### src/rtl/run_detector_onehot.sv
// One-hot Moore detector for runs of RUN_LEN equal bits on a serial input,
// with overlap mode, sample enable, saturating hit counter and illegal-state recovery.
module run_detector_onehot #(
    parameter int unsigned RUN_LEN = 2,
    parameter int unsigned OVERLAP = 1,
    parameter int unsigned CNT_W   = 8
) (
    input  logic                 clk,
    input  logic                 rs,
    input  logic                 en,
    input  logic                 w,
    output logic                 z,
    output logic                 z_val,
    output logic [2*RUN_LEN:0]   state,
    output logic [CNT_W-1:0]     det_count,
    output logic                 illegal
);

    localparam int unsigned SW   = 2 * RUN_LEN + 1;
    localparam int unsigned ZN   = RUN_LEN;
    localparam int unsigned O1   = RUN_LEN + 1;
    localparam int unsigned ON   = 2 * RUN_LEN;
    localparam bit          OVL  = (OVERLAP != 0);

    localparam logic [SW-1:0]    ST_A    = SW'(1);
    localparam logic [CNT_W-1:0] CNT_MAX = '1;

    logic [SW-1:0]    state_q;
    logic [SW-1:0]    state_d;
    logic [SW-1:0]    run_d;
    logic [CNT_W-1:0] cnt_q;
    logic [CNT_W-1:0] cnt_d;
    logic             in_zeros;
    logic             in_ones;
    logic             hit;

    // Moore outputs decode the state register directly; no path from w or en.
    assign state     = state_q;
    assign det_count = cnt_q;
    assign z         = state_q[ZN] | state_q[ON];
    assign z_val     = state_q[ON];
    assign illegal   = (state_q == '0) || ((state_q & (state_q - SW'(1))) != '0);

    // Per-bit one-hot successor for a legal state consuming w.
    always_comb begin : run_next
        run_d    = '0;
        in_zeros = |state_q[ZN:1];
        in_ones  = |state_q[ON:O1];

        run_d[1]  = ~w & (state_q[0] | in_ones  | (!OVL & state_q[ZN]));
        run_d[O1] =  w & (state_q[0] | in_zeros | (!OVL & state_q[ON]));
        for (int unsigned k = 2; k <= RUN_LEN; k++) begin
            run_d[k]           = ~w & state_q[k-1];
            run_d[RUN_LEN + k] =  w & state_q[RUN_LEN + k - 1];
        end
        // Terminal states hold while the run continues in overlap mode.
        run_d[ZN] = run_d[ZN] | (~w & OVL & state_q[ZN]);
        run_d[ON] = run_d[ON] | ( w & OVL & state_q[ON]);
    end

    // Next state and counter; illegal recovery overrides en and holds the count.
    always_comb begin : next_state
        state_d = state_q;
        cnt_d   = cnt_q;
        hit     = run_d[ZN] | run_d[ON];
        if (illegal) begin
            state_d = ST_A;
        end else if (en) begin
            state_d = run_d;
            if (hit && (cnt_q != CNT_MAX)) begin
                cnt_d = cnt_q + CNT_W'(1);
            end
        end
    end

    always_ff @(posedge clk) begin : state_reg
        if (!rs) begin
            state_q <= ST_A;
            cnt_q   <= '0;
        end else begin
            state_q <= state_d;
            cnt_q   <= cnt_d;
        end
    end

endmodule

### config.mk
export PLATFORM = sky130hd
export DESIGN_NAME = run_detector_onehot
export DESIGN_NICKNAME = d
export VERILOG_FILES = /design/src/rtl/run_detector_onehot.sv
export SDC_FILE = /design/constraint.sdc
export NUM_CORES = 1
export LEC_CHECK = 0
export CORE_MARGIN = 3
export CORE_UTILIZATION = 44
export CTS_CLUSTER_DIAMETER = 80
export CTS_CLUSTER_SIZE = 25
export DETAILED_ROUTE_END_ITERATION = 16
export PLACE_DENSITY = 0.84
export SLEW_MARGIN = 20
export SYNTH_ARGS = -nofsm -noshare
export SYNTH_HDL_FRONTEND = slang
export SYNTH_SLANG_ARGS = --single-unit
### constraint.sdc
create_clock -name clk -period 2.25 [get_ports clk]
set_clock_uncertainty 0.1 [all_clocks]
set_input_delay 0.45 -clock clk [delete_from_list [all_inputs] [get_ports clk]]
set_output_delay 0.45 -clock clk [all_outputs]
set_load 0.05 [all_outputs]
==> run summary <==
FF+latch area: 262 um2
Core ar.: 1370 um2
Critical Path Start Type: register
Synth area leader: dfxtp_1
CTS H-tree lvls: 1
Largest net degree at the start of global routing: 11
Count leader, synth: dfxtp_1
Initial DRC Count: 21
Worst-path clk slew: 0.07 ns
Critical path capture point type: primary output
CTS Hold Bufs: 0
Predominant post-synthesis flop cell: dfxtp_1
Synthesized Nets: 83
Synthesized netlist cell count: 78
GRT overflow: 0
GP Congestion: 0.819
# nets final: 108
Rel. slew slack: 0.667
Crit path required time: 1.70 ns
Synth Warn #: 0
Cell Area, Synth: 677 um2
Min Tclk post-route: 2.16 ns
Total power: 0.533 mW
Synthesized flop and latch total: 13
Vias: 677
Total CTS buffers: 3
Post-layout util: 0.686
Clk sink count: 13
Area delta synth->final: 38.4%
Total global routing track utilization: 0.192
Fin. Hold Viols: 0
Status: completed
Drt wl/cell: 14.0 um
Number of setup buffers added after CTS: 0
Top cells by count, synth: dfxtp_1, nor2_1, a21oi_1, nand2_1, xnor2_1
Clk root buf: clkbuf_4
Fillers: 126
Site Rows: 13
Slowest cell on crit path: clkdlybuf4s50_1
Vias in the first global route: 695
Worst Path Buf+Inv: 1
Max FFs per register: 8
Max Cap Viol: 0
Detail Route Antenna Nets: 0
Leak: 0.364 nW
Share of layout cells above drive strength 1: 0.157
Dpl hpwl: 1.26 mm
Post-synth EDFFs: 0
Worst Hold Path EP: det_count[1]$_SDFFE_PN0P_
Crit Path Category: reg2out
Clock share of power: 0.270
Sw Ratio: 0.322
Sequential fraction of the synthesis area: 0.384
Startpoint of the worst hold path: det_count[1]$_SDFFE_PN0P_
Setup Viol. Count Final: 0
Starting density of the core: 0.495
Largest delay share family, worst path: buffers and inverters
CP max FO: 8
Worst reg2reg path endpoint: det_count[7]$_SDFFE_PN0P_
Share of the synthesized area in the top cell type: 0.384
Antenna violations before repair: 0
First-pass GRT wire length: 2.84 mm
Final hold slack: 0.408 ns
Multi-input gate area: 398 um2
Logic pwr share: 0.263
RSZ-0062 raised after global routing: no
CTS max path bufs: 2
Drt drc: 0
Fin crit share: 0.959
Worst skew pair latency: 0.28 ns
R2R Setup Slk: 0.38 ns
Worst setup margin: 0.0932 ns
Hold Path Class: reg2reg
Sequential Power Share: 0.466
Int Pwr: 0.361 mW
Setup TNS Final: 0 ns
CTS tree: done
CP peak stage delay: 0.86 ns
Worst R2R Start: state[1]$_SDFFE_PP0P_
Worst Tran Pin Value: 0.498 ns
Post-synthesis area per instance: 8.68 um2
Worst slack, placed: -0.0321 ns
IO buf count: 19
Slew Viols, Final: 0
DR vias/cell: 5.79
Routed wire length: 1.64 mm
WP data arrival: 1.61 ns
Sw power: 0.172 mW
Cell Chain, Critical Path: clkdlybuf4s50_1
Antenna cells: 0
Max Clk Rate: 0.464 GHz
Pwr Density: 569 nW/um2
DR pass1 iterations: 4
Number of cells on the worst reg-to-reg path: 5
Maximum vdd drop: 0.000349 V
Largest cells by area after synthesis: dfxtp_1, xnor2_1, nor2_1, a21oi_1, a2111oi_1
DIE WIDTH: 45.2 um
Cts repair resizes: 0
Die height: 45.2 um
Hold Crit Depth: 2
Ys async rst share: 0
Total die area: 2040 um2
# IOs: 20
Distinct cells, synth: 32
area by class of cell:
cell class | count | area share
clock buffers | 4 | 0.0280
inverters | 4 | 0.0160
multi-input cells | 60 | 0.425
flip-flops and latches | 13 | 0.279
well taps | 15 | 0.0200
repair buffers | 21 | 0.232
worst max-delay path by stage:
stage | end | slack (ns) | start | cells past startpoint
2_1_floorplan | det_count[7]$_SDFFE_PN0P_ | 0.14 | state[1]$_SDFFE_PP0P_ | 5
3_3_place_gp | det_count[7]$_SDFFE_PN0P_ | 0.03 | w | 6
3_5_place_dp | det_count[7]$_SDFFE_PN0P_ | -0.03 | w | 6
4_1_cts | illegal | 0.03 | state[4]$_SDFFE_PP0P_ | 4
5_1_grt | state[2] | 0.01 | state[2]$_SDFFE_PP0P_ | 1
6_report | state[2] | 0.09 | state[2]$_SDFFE_PP0P_ | 1
power by group through the flow:
stage / Sequential (mW) / Clock, mW / Combinational [mW]
detailed placement: 0.254 / 0 / 0.138
global placement: 0.252 / 0 / 0.135
finish: 0.248 / 0.144 / 0.140
CTS: 0.248 / 0.149 / 0.139
global route: 0.250 / 0.158 / 0.149
floorplan: 0.273 / 0 / 0.0641
stage by stage:
step | cells | instance area (um2)
final | 117 | 937
after global routing | 117 | 937
after detailed placement | 113 | 901
after floorplan | 78 | 677
after CTS | 117 | 927
after global placement | 113 | 901
placed cells by master, fill, tap and decap left out, types with 2 or more instances in the layout:
master            n
buf_4             3
a2111oi_1         2
mux2i_1           2
dlymetal6s2s_1    2
nand2_1           5
nand3_1           4
dfxtp_1          12
nor3_1            4
clkdlybuf4s50_1  15
clkbuf_4          3
a21oi_1           5
inv_1             4
nor2b_1           2
xnor2_1           5
nor2_1           11
layer usage:
metal,GRT usage,vias up,part of all wire
met1,0.214,308,0.43
met4,0.123,0,0.038
li1,-,328,-
met2,0.319,32,0.47
met3,0.0518,9,0.061
met5,0,-,0
kinds of logic after synthesis:
logic type	Yosys count	share of synthesized area
simple gates	32	0.229
compound gates	19	0.227
flops	13	0.384
xor+xnor	6	0.0776
buf+inv	5	0.0333
mux	2	0.0296
fa+ha+maj	1	0.0185
Note: power is estimated with default switching activity, not from simulation.
